**config.mk**
```make
export PLATFORM = sky130hd
export DESIGN_NAME = prg_rom_responder
export DESIGN_NICKNAME = d
export VERILOG_FILES = /design/src/rtl/prg_rom_responder.sv
export SDC_FILE = /design/constraint.sdc
export NUM_CORES = 1
export LEC_CHECK = 0
export ABC_CLOCK_PERIOD_IN_PS = 4200
export CELL_PAD_IN_SITES_DETAIL_PLACEMENT = 0
export CELL_PAD_IN_SITES_GLOBAL_PLACEMENT = 1
export CORE_ASPECT_RATIO = 1.75
export CORE_MARGIN = 1
export CORE_UTILIZATION = 41
export CTS_BUF_LIST = sky130_fd_sc_hd__clkbuf_4
export DETAILED_ROUTE_END_ITERATION = 12
export PLACE_DENSITY = 0.81
export SYNTH_ARGS = -nofsm -noshare
export SYNTH_HDL_FRONTEND = slang
export SYNTH_SLANG_ARGS = --single-unit
```
**constraint.sdc**
```tcl
create_clock -name CLK -period 4.2 [get_ports CLK]
set_clock_uncertainty 0.1 [all_clocks]
set_input_delay 0.84 -clock CLK [delete_from_list [all_inputs] [get_ports CLK]]
set_output_delay 0.84 -clock CLK [all_outputs]
set_load 0.05 [all_outputs]
```
**src/rtl/prg_rom_responder.sv**
```systemverilog
// PRG ROM responder: arbitrates the NIOS ROM programmer and NES CPU fetches
// onto one synchronous RAM with 1-cycle read latency.
module prg_rom_responder #(
    parameter int          PRG_BANKS = 2,
    parameter int          MEM_AW    = 15,
    parameter logic [7:0]  OPEN_BUS  = 8'hFF
) (
    input  logic              CLK,
    input  logic              RESET,
    input  logic              PRGM_EN,
    input  logic [15:0]       ROM_ADDR,
    input  logic [7:0]        TO_ROM,
    input  logic              READ_ROM,
    input  logic              WRITE_ROM,
    output logic [7:0]        FROM_ROM,
    output logic              PRGM_ACK,
    input  logic [15:0]       CPU_ADDR,
    input  logic              CPU_RD,
    output logic [7:0]        CPU_DATA,
    output logic              CPU_VALID,
    output logic [MEM_AW-1:0] MEM_ADDR,
    output logic [7:0]        MEM_WDATA,
    output logic              MEM_WE,
    output logic              MEM_RE,
    input  logic [7:0]        MEM_RDATA
);

    typedef enum logic [1:0] {IDLE, RD_ISSUE, RD_CAPTURE, WR_ISSUE} state_t;

    state_t      state;
    logic        owner_cpu;

    logic        p_pend;
    logic        p_wr;
    logic [15:0] p_addr;
    logic [7:0]  p_data;
    logic        c_pend;
    logic [15:0] c_addr;

    // Out-of-range/blocked completions are deferred one cycle to keep the
    // 2-cycle latency; grants are held off while one is outstanding.
    logic        ob_p;
    logic        ob_p_rd;
    logic        ob_c;

    logic        gnt_p;
    logic        gnt_c;

    function automatic logic [MEM_AW-1:0] map_addr(input logic [15:0] a);
        logic [14:0] m;
        m = {(PRG_BANKS == 2) ? a[14] : 1'b0, a[13:0]};
        return MEM_AW'(m);
    endfunction

    always_comb begin
        gnt_p = 1'b0;
        gnt_c = 1'b0;
        if (state == IDLE && !ob_p && !ob_c) begin
            if (p_pend && (!c_pend || PRGM_EN))
                gnt_p = 1'b1;
            else if (c_pend)
                gnt_c = 1'b1;
        end
    end

    always_ff @(posedge CLK or posedge RESET) begin
        if (RESET) begin
            state     <= IDLE;
            owner_cpu <= 1'b0;
            p_pend    <= 1'b0;
            p_wr      <= 1'b0;
            p_addr    <= '0;
            p_data    <= '0;
            c_pend    <= 1'b0;
            c_addr    <= '0;
            ob_p      <= 1'b0;
            ob_p_rd   <= 1'b0;
            ob_c      <= 1'b0;
            FROM_ROM  <= '0;
            PRGM_ACK  <= 1'b0;
            CPU_DATA  <= '0;
            CPU_VALID <= 1'b0;
            MEM_ADDR  <= '0;
            MEM_WDATA <= '0;
            MEM_WE    <= 1'b0;
            MEM_RE    <= 1'b0;
        end else begin
            PRGM_ACK  <= 1'b0;
            CPU_VALID <= 1'b0;
            MEM_WE    <= 1'b0;
            MEM_RE    <= 1'b0;
            ob_p      <= 1'b0;
            ob_c      <= 1'b0;

            if (ob_p) begin
                PRGM_ACK <= 1'b1;
                if (ob_p_rd)
                    FROM_ROM <= OPEN_BUS;
            end
            if (ob_c) begin
                CPU_VALID <= 1'b1;
                CPU_DATA  <= OPEN_BUS;
            end

            // Request capture; write wins over a simultaneous read.
            if ((READ_ROM || WRITE_ROM) && (!p_pend || gnt_p)) begin
                p_pend <= 1'b1;
                p_wr   <= WRITE_ROM;
                p_addr <= ROM_ADDR;
                p_data <= TO_ROM;
            end else if (gnt_p) begin
                p_pend <= 1'b0;
            end

            if (CPU_RD && (!c_pend || gnt_c)) begin
                c_pend <= 1'b1;
                c_addr <= CPU_ADDR;
            end else if (gnt_c) begin
                c_pend <= 1'b0;
            end

            case (state)
                IDLE: begin
                    if (gnt_p) begin
                        if (p_addr[15]) begin
                            MEM_ADDR  <= map_addr(p_addr);
                            owner_cpu <= 1'b0;
                            if (p_wr) begin
                                MEM_WE    <= 1'b1;
                                MEM_WDATA <= p_data;
                                state     <= WR_ISSUE;
                            end else begin
                                MEM_RE <= 1'b1;
                                state  <= RD_ISSUE;
                            end
                        end else begin
                            ob_p    <= 1'b1;
                            ob_p_rd <= !p_wr;
                        end
                    end else if (gnt_c) begin
                        if (c_addr[15] && !PRGM_EN) begin
                            MEM_ADDR  <= map_addr(c_addr);
                            MEM_RE    <= 1'b1;
                            owner_cpu <= 1'b1;
                            state     <= RD_ISSUE;
                        end else begin
                            ob_c <= 1'b1;
                        end
                    end
                end
                RD_ISSUE: state <= RD_CAPTURE;
                RD_CAPTURE: begin
                    if (owner_cpu) begin
                        CPU_DATA  <= MEM_RDATA;
                        CPU_VALID <= 1'b1;
                    end else begin
                        FROM_ROM <= MEM_RDATA;
                        PRGM_ACK <= 1'b1;
                    end
                    state <= IDLE;
                end
                WR_ISSUE: begin
                    PRGM_ACK <= 1'b1;
                    state    <= IDLE;
                end
                default: state <= IDLE;
            endcase
        end
    end

endmodule
```
Yosys cells after proc, flatten, opt, wreduce, memory -nomap -nowiden
Cells that the tools add are included.
Widths: inputs -> output; s select.

storage, ports and cells
  bits of input ports = 54
  word-level logic and storage cells = 106
  bits in registers = 92

operators by class
  reduce and logical (&&, ||, !) cells = 26
  equality and inequality tests = 7
  muxes and demuxes = 53
  bitwise gates (word level) = 1

operator list
  operator            count
  $mux 15             4
  $mux 8              7
  $mux 1              35
  $mux 2              5
  $reduce_and 4->1    2
  $reduce_bool 2->1   4
  $logic_and 1x1->1   6
  $logic_not 1->1     6
  $ne 3x3->1 const B  2
  $pmux 2 s3          1
  $reduce_and 3->1    2
  $eq 2x2->1 const B  2
  $logic_or 1x1->1    4
  $ne 3x2->1 const B  1
  $eq 2x1->1 const B  1
  $logic_not 2->1     1
  $ne 2x2->1 const B  1
  $pmux 1 s2          1
  $reduce_or 2->1     1
  $not 1->1           1

Depth between registers and ports, before layout
Gate-level depths: netlist of run 1.

  word-level depth = 8
  mapped depth = 7

Least setup slack after synthesis of run 1
OpenSTA, ideal clock, no wires.

  path type = input -> register
  from = input port PRGM_EN
  to = register MEM_ADDR[7]
  data arrival time = 2.139 ns
  setup slack = 1.836 ns
  required time = 3.975 ns
  setup time = 0.125 ns
  stages = 5
  cell sequence = nand2b_1 > nand2_1 > clkbuf_1 > mux2_2 > mux2_2

on the way
  longest elaborated chain between the ends = 6
  elaborated cells on any way between the ends = 13
  those cells by class = eq/ne: 1; mux: 5; reduce/logical: 7

RTL lines
  element                                                    line  source
  start, declared                                            10    input logic PRGM_EN,
  $logic_or 1x1->1                                           59    if (p_pend && (!c_pend || PRGM_EN))
  $logic_and 1x1->1                                          59
  $mux 1                                                     59
  $mux 1                                                     58    if (state == IDLE && !ob_p && !ob_c) begin
  $ne 2x2->1 (no line) or $reduce_bool 2->1 (tied branches)  --
  $reduce_and 4->1 (no line)                                 --
  end signal, assigned                                       126   MEM_ADDR <= map_addr(p_addr);
  end signal, assigned                                       142   MEM_ADDR <= map_addr(c_addr);
  end, declared                                              21    output logic [MEM_AW-1:0] MEM_ADDR,

Parallel ways exist; a longest one is shown, timed or not.
A chain may end at the register's enable or synchronous reset.

Worst setup path in the final report of run 1
  from = input port PRGM_EN
  to = register MEM_ADDR[10]

Same word-level chain as after synthesis.

==> results of run 1 <==
cell type report:
| type | count | area, sq um | share of cell area (%) |
|---|---|---|---|
| diodes | 1 | 2.502 | 0.05010 |
| clock buffers | 10 | 75.07 | 1.503 |
| clock inverters | 5 | 20.02 | 0.4008 |
| inverters | 4 | 16.27 | 0.3257 |
| multi-input cells | 161 | 1445 | 28.93 |
| flip-flops and latches | 92 | 2302 | 46.09 |
| well taps | 120 | 150.1 | 3.006 |
| repair buffers | 99 | 983.4 | 19.69 |
through the flow:
stage                     hold WS [ns]  power [uW]
after floorplan                 0.3348        3301
after global placement          0.3705        3875
after detailed placement        0.3671        3944
after CTS                       0.4021        4346
after global routing            0.4126        4544
final                           0.3938        4287
logic make-up (layout without fill, tap and decap cells):
logic type      after synthesis  in the layout  synth area share, %
mux                          78             78                25.84
other cells                   0              1                    0
compound gates               26             26                4.633
buf+inv                      14            118                2.283
simple gates                 57             57                7.211
flops                        92             92                60.03
power by group through the flow:
stage          registers, uW  clock network (uW)  logic (uW)
6_report                1580                 392        2320
5_1_grt                 1630                 445        2460
4_1_cts                 1580                 412        2350
3_5_place_dp            1600                   0        2340
3_3_place_gp            1590                   0        2290
2_1_floorplan           2170                   0        1130
worst max path at each step:
stage / slack (ns) / from / depth (start not counted) / endpoint
after detailed placement: 1.11 / PRGM_EN / 5 / MEM_ADDR[1]
after CTS: 1.57 / FROM_ROM[4] / 1 / FROM_ROM[4]
after global routing: 1.53 / MEM_ADDR[2] / 1 / MEM_ADDR[2]
after global placement: 1.22 / PRGM_EN / 5 / MEM_ADDR[10]
final: 1.59 / PRGM_EN / 5 / MEM_ADDR[10]
after floorplan: 0.87 / RESET / 1 / CPU_DATA[0]
sequential cells by signal, indices dropped and copies added, names as in the netlist:
signal and cells:
c_addr 16, ob_p_rd 1, ob_c 1, p_addr 16, PRGM_ACK 1, MEM_WE 1
p_data 8, ob_p 1, p_pend 1, FROM_ROM 8, p_wr 1, state 2
c_pend 1, owner_cpu 1, MEM_WDATA 8, MEM_RE 1, CPU_VALID 1, MEM_ADDR 15
CPU_DATA 8
placed cells by master, fill, tap and decap left out, types with 2 or more instances in the layout:
cell type	synthesis	layout
clkbuf_4	0	10
o21ai_0	9	9
o21ai_4	2	2
buf_4	1	3
nand2b_1	4	4
and2_1	3	3
dfrtp_1	92	92
nor3b_1	2	2
nor2_1	26	26
clkdlybuf4s50_1	0	96
mux2_4	30	30
inv_1	4	3
nand3_1	2	2
clkinv_2	0	2
nand2_1	12	12
a21oi_1	10	10
mux2_2	48	48
clkinv_1	0	4
routing by layer:
layer | global-route usage (%) | up-vias | share of wire (%)
met5 | 0 | - | 0
met4 | 7.658 | 0 | 2.0
met3 | 4.170 | 10 | 2.8
met2 | 31.27 | 50 | 56
met1 | 20.86 | 1214 | 39
li1 | - | 1127 | -
==> PnR_summary.wiki, run 1 <==
{| class="wikitable"
! Metric !! Value
|-
| Number of warning messages in the yosys log || 0
|-
| Leftover overflow at the end of global routing || 0
|-
| Dpl cell area || 4897 sq um
|-
| Starting utilization of the core area || 42.17%
|-
| Share of the clock period used by the worst path after layout || 62.04%
|-
| Post-synth top flop || dfrtp_1
|-
| Synthesized area per cell || 14.36 sq um
|-
| Maximum clock frequency || about 380 MHz
|-
| Logic gate share of total power || between 50% and 60%
|-
| Share of total power in sequential cells || 36.8%
|-
| I/O Buffers || 96
|-
| Crit path arrival time || 2.82 ns
|-
| Actual transition at the worst max-transition pin || 1.131 ns
|-
| Hold Path Cell Cnt || 1
|-
| Height of the chip || 129.9 um
|-
| Number of core rows || 46
|-
| Critical path startpoint category || input pin
|-
| Latest clock arrival within the worst-skew pair || 0.43 ns
|-
| Post-DR vias/cell || 4.880
|-
| Maximum single-stage delay on the critical path || 0.53 ns
|-
| Final std cells w/o fill || between 400 and 500
|-
| Setup TNS || 0 ns
|-
| Final nets || roughly 420
|-
| Result of the run || finished, final reports clean
|-
| Worst slew margin relative to its limit || approximately a quarter
|-
| Final cell area excluding filler cells || 4995 sq um
|-
| Number of flip-flops and latches in the synthesized netlist || 92
|-
| Hold/Removal Path Class || reg2reg
|-
| Synth cell count leaders || 92 x dfrtp_1, 48 x mux2_2, 30 x mux2_4, 26 x nor2_1, 12 x nand2_1
|-
| Number of sinks on the clock net || 92
|-
| Hold_sp || ob_p
|-
| Final worst slack || 1.594 ns
|-
| Shortest period the worst path allows || 2.606 ns
|-
| Antenna violations before repair || 1
|-
| Worst slack after detailed placement || 1.106 ns
|-
| Pwr/cell area || roughly 860 nW/um^2
|-
| Post-cts sizing count || 0
|-
| Sequential fraction of the synthesis area || 60.03%
|-
| Startpoint-to-endpoint class of the critical path || in2reg
|-
| Static leakage power || 0.002177 uW
|-
| Maximum fanout encountered on the critical timing path || 18
|-
| Chain of cells forming the critical path || clkdlybuf4s50_1 -> nor2b_1 -> nand2_1 -> a21oi_4 -> mux2_2
|-
| Layout filler cell count || 846
|-
| Total Wirelength || just under 8000 um
|-
| Cells taking the most area after synthesis || dfrtp_1 60%, mux2_2 14%, mux2_4 12%
|-
| Cell family contributing the most delay on the critical path || simple AND/OR/NAND/NOR gates
|-
| Core outline area || 9094 sq um
|-
| Share of Yosys cell area claimed by the top area cell type || 60.03%
|-
| Violation count after the first detailed-route iteration || 63
|-
| Hold-fix buffers, CTS || 0
|-
| Unrepaired setup endpoints after global routing || false
|-
| Number of maximum-capacitance violations || 0
|-
| Setup Fix Bufs, Post-CTS || 0
|-
| Placed Cells || 476
|-
| Count of endpoints failing setup in the final report || 0
|-
| Most frequent cell after synthesis || dfrtp_1
|-
| Clock-pin slew reported for the worst setup and hold paths after clock tree synthesis || 0.13 ns
|-
| Max IR drop VDD || 0.5278 mV
|-
| Num ports || 97
|-
| Remaining number of nets flagged by the antenna check after routing || 0
|-
| Via count of the first global-routing pass || ~2500
|-
| End of the worst register-to-register path || p_addr[10]
|-
| Standard cell with the maximum stage delay on the critical path || a21oi_4
|-
| Worst Setup End Kind || register
|-
| WP data required || 4.42 ns
|-
| Cell type contributing the most total cell area after synthesis || dfrtp_1
|-
| Floorplan die width || 75.11 um
|-
| Reg-to-reg slack, setup || 1.78 ns
|-
| Sw power || 1779 uW
|-
| Net Count, Synth || between 300 and 400
|-
| Routed wirelength normalized by instance count || 16.10 um
|-
| Share of post-route cells with drive strength above 1 || approximately 27%
|-
| Part of the total power dissipated in the clock network || 9.1%
|-
| Die area || 9760 sq um
|-
| Endpoint with the worst hold slack || PRGM_ACK
|-
| Cell depth of the worst flop-to-flop path || 4
|-
| CTS HTree Levels || 3
|-
| TritonCTS Buffers || 9
|-
| Largest buffer count on any clock path || 2
|-
| Layout Area Growth over Synthesis || 30.24%
|-
| Detailed Routing Iterations Pass 1 || 4
|-
| Remaining routing DRC violations || 0
|-
| Final Max Tran Viols || 0
|-
| Post-synthesis async set-or-reset flop share || 100.0%
|-
| Sum of buffers and inverters on the critical path || 1
|-
| Buffer type at the clock tree root || clkbuf_4
|-
| CTS tree || done
|-
| Number of hold-slack violations in the final timing report || 0
|-
| Wire length of the first global-routing pass || 12710 um
|-
| Internal Power || 2508 uW
|-
| Netlist area before placement || 3835 sq um
|-
| Switching Fraction || between 40% and 50%
|-
| Routability-driven placement congestion ratio || 0.7379
|-
| Placed wire-length estimate after detailed placement || 5620 um
|-
| Worst reg2reg path startpoint || ob_c
|-
| DR vias || 2401
|-
| Core occupancy in the finished layout || 54.93%
|-
| Unique cell type count in the Yosys netlist || 31
|-
| Number of standard cells after synthesis || 267
|-
| Overall track demand over capacity in global routing || 18.03%
|-
| Number of flops mapped to enable cells by yosys || 0
|-
| Pin count of the biggest net entering global routing || 36
|}
No activity file was read; power rests on OpenSTA's default activity.
==> inputs of run 2 (changes only) <==
ABC_CLOCK_PERIOD_IN_PS = 2400   (was 4200)
clock period = 2.4 ns   (was 4.2 ns; I/O delays follow)
==> PnR_summary.wiki, run 2 (same netlist as run 1, synthesis figures left out) <==
{| class="wikitable"
! Metric !! Value
|-
| Cell family contributing the most delay on the critical path || simple AND/OR/NAND/NOR gates (unchanged)
|-
| WP data required || 2.64 ns (was 4.42 ns)
|-
| TritonCTS Buffers || 9 (unchanged)
|-
| Placed Cells || 485 (was 476)
|-
| Height of the chip || 129.9 um (unchanged)
|-
| Die area || 9760 sq um (unchanged)
|-
| Overall track demand over capacity in global routing || 17.72% (was 18.03%)
|-
| Remaining number of nets flagged by the antenna check after routing || 0 (unchanged)
|-
| Floorplan die width || 75.11 um (unchanged)
|-
| Worst Setup End Kind || register (unchanged)
|-
| Leading cell type in the layout, fill and taps excluded || clkdlybuf4s50_1 (unchanged)
|-
| Violation count after the first detailed-route iteration || 90 (was 63)
|-
| Max IR drop VDD || 0.7307 mV (was 0.5278 mV)
|-
| Number of maximum-capacitance violations || 0 (unchanged)
|-
| Cell depth of the worst flop-to-flop path || 5 (was 4)
|-
| End of the worst register-to-register path || p_addr[4] (was p_addr[10])
|-
| Hold-fix buffers, CTS || 0 (unchanged)
|-
| Count of endpoints failing setup in the final report || 0 (unchanged)
|-
| Clock-pin slew reported for the worst setup and hold paths after clock tree synthesis || 0.13 ns (about the same)
|-
| Number of hold-slack violations in the final timing report || 0 (unchanged)
|-
| Launching instance or port of the critical path || state[0] (was PRGM_EN)
|-
| CTS tree || done (unchanged)
|-
| Routed wirelength normalized by instance count || 15.65 um (was 16.10 um)
|-
| Final Max Tran Viols || 0 (unchanged)
|-
| Via count of the first global-routing pass || 2467 (was 2501)
|-
| Routability-driven placement congestion ratio || 0.7751 (was 0.7379)
|-
| Starting utilization of the core area || 42.17% (unchanged)
|-
| Maximum single-stage delay on the critical path || 0.75 ns (was 0.53 ns)
|-
| Standard cell with the maximum stage delay on the critical path || or4_1 (was a21oi_4)
|-
| Final nets || 430 (was 421)
|-
| Sequential Area || 2302 sq um (unchanged)
|-
| Layout Area Growth over Synthesis || 34.26% (was 30.24%)
|-
| Path length in cells of the critical path || 5 (unchanged)
|-
| Buffer type at the clock tree root || clkbuf_4 (unchanged)
|-
| Final std cells w/o fill || 501 (was 492)
|-
| Unrepaired setup endpoints after global routing || false (unchanged)
|-
| Number of antenna repair diodes || 0 (was 1)
|-
| Highest-count cells in the layout ignoring fill and taps || 96 x clkdlybuf4s50_1, 92 x dfrtp_1, 48 x mux2_2, 30 x mux2_4, 26 x nor2_1 (unchanged)
|-
| Pwr/cell area || 1497 nW/um^2 (was 858.2 nW/um^2)
|-
| Multi-input logic area || 1445 sq um (unchanged)
|-
| Total Wirelength || 7842 um (was 7923 um)
|-
| Maximum fanout encountered on the critical timing path || 12 (was 18)
|-
| Worst slack after detailed placement || 0.1266 ns (was 1.106 ns)
|-
| Leftover overflow at the end of global routing || 0 (unchanged)
|-
| Static leakage power || 0.002252 uW (was 0.002177 uW)
|-
| Result of the run || finished, final reports clean (unchanged)
|-
| Number of sinks on the clock net || 92 (unchanged)
|-
| Shortest period the worst path allows || 2.267 ns
|-
| DR vias || 2390 (was 2401)
|-
| Setup Fix Bufs, Post-CTS || 0 (unchanged)
|-
| Setup TNS || 0 ns (unchanged)
|-
| Sum of buffers and inverters on the critical path || 1 (unchanged)
|-
| Num ports || 97 (unchanged)
|-
| Top flop regs || c_addr (16), p_addr (16), MEM_ADDR (15) (unchanged)
|-
| Layout filler cell count || 825 (was 846)
|-
| Post-cts sizing count || 0 (unchanged)
|-
| Wire length of the first global-routing pass || 12540 um (was 12710 um)
|-
| Actual transition at the worst max-transition pin || 0.6128 ns (was 1.131 ns)
|-
| Critical path startpoint category || register (was input pin)
|-
| Hold/Removal Path Class || in2async (was reg2reg)
|-
| Antenna violations before repair || 0 (was 1)
|-
| Share of the clock period used by the worst path after layout || 94.45%
|-
| CTS HTree Levels || 3 (unchanged)
|-
| Worst slew margin relative to its limit || 59.03% (was 24.31%)
|-
| Worst reg2reg path startpoint || state[0] (was ob_c)
|-
| Number of core rows || 46 (unchanged)
|-
| Share of post-route cells with drive strength above 1 || 29.66% (was 26.95%)
|-
| Final worst slack || 0.1332 ns (was 1.594 ns)
|-
| Startpoint-to-endpoint class of the critical path || reg2reg (was in2reg)
|-
| Reg-to-reg slack, setup || 0.13 ns (was 1.78 ns)
|-
| Chain of cells forming the critical path || or4_1 -> o21ai_4 -> o21ai_4 -> buf_12 -> mux2_4 (was clkdlybuf4s50_1 -> nor2b_1 -> nand2_1 -> a21oi_4 -> mux2_2)
|-
| Largest buffer count on any clock path || 2 (unchanged)
|-
| Crit path arrival time || 2.51 ns (was 2.82 ns)
|-
| Remaining routing DRC violations || 0 (unchanged)
|-
| Pin count of the biggest net entering global routing || 39 (was 36)
|-
| Maximum clock frequency || around 440 MHz
|-
| Most Frequent Cell on Critical Path || o21ai_4
|-
| Post-DR vias/cell || 4.770 (was 4.880)
|-
| Dpl cell area || 5042 sq um (was 4897 sq um)
|-
| I/O Buffers || 96 (unchanged)
|-
| Capture point of the critical path || p_addr[4] (was MEM_ADDR[10])
|-
| Detailed Routing Iterations Pass 1 || 4 (unchanged)
|-
| Core outline area || 9094 sq um (unchanged)
|-
| Final cell area excluding filler cells || 5149 sq um (was 4995 sq um)
|-
| Latest clock arrival within the worst-skew pair || 0.44 ns (was 0.43 ns)
|-
| Placed wire-length estimate after detailed placement || 5727 um (was 5620 um)
|}
[run 2: metal layers]
metal	vias to the layer above	part of all wire, %	GRT usage, %
li1	1145	-	-
met1	1175	38	19.89
met2	55	56	31.32
met3	15	3.1	3.475
met4	0	2.7	8.546
met5	-	0	0
[run 2: worst min path at each step]
stage	depth (start not counted)	start	to
after CTS	2	RESET	p_addr[12]
after global routing	2	RESET	p_addr[12]
after floorplan	1	ob_p	PRGM_ACK
final	2	RESET	c_addr[12]
after global placement	1	ob_p	PRGM_ACK
after detailed placement	1	ob_p	PRGM_ACK
[run 2: per-stage QoR]
step / hold WS (ns) / total power, uW / utilization [%]
5_1_grt: 0.2918 / 8185 / 56.62
3_5_place_dp: 0.3703 / 7085 / 55.45
6_report: 0.3094 / 7709 / 56.62
4_1_cts: 0.2852 / 7828 / 56.62
3_3_place_gp: 0.3748 / 6980 / 55.45
2_1_floorplan: 0.3348 / 5778 / -
[run 2: area by class of cell]
class	instances	area share [%]
Inverter	4	0.3645
Clock inverter	6	0.6075
Sequential cell	92	44.71
Multi-Input combinational cell	161	28.07
Tap cell	120	2.916
Timing Repair Buffer	108	21.87
Clock buffer	10	1.458
[run 2: power by group]
part | internal, uW | total (uW) | switching, uW | leakage (uW)
Clock | 215 | 711 | 497 | 0.0000634
Sequential | 2300 | 2750 | 441 | 0.00107
Combinational | 2040 | 4250 | 2210 | 0.00112
Total | 4560 | 7710 | 3150 | 0.00225
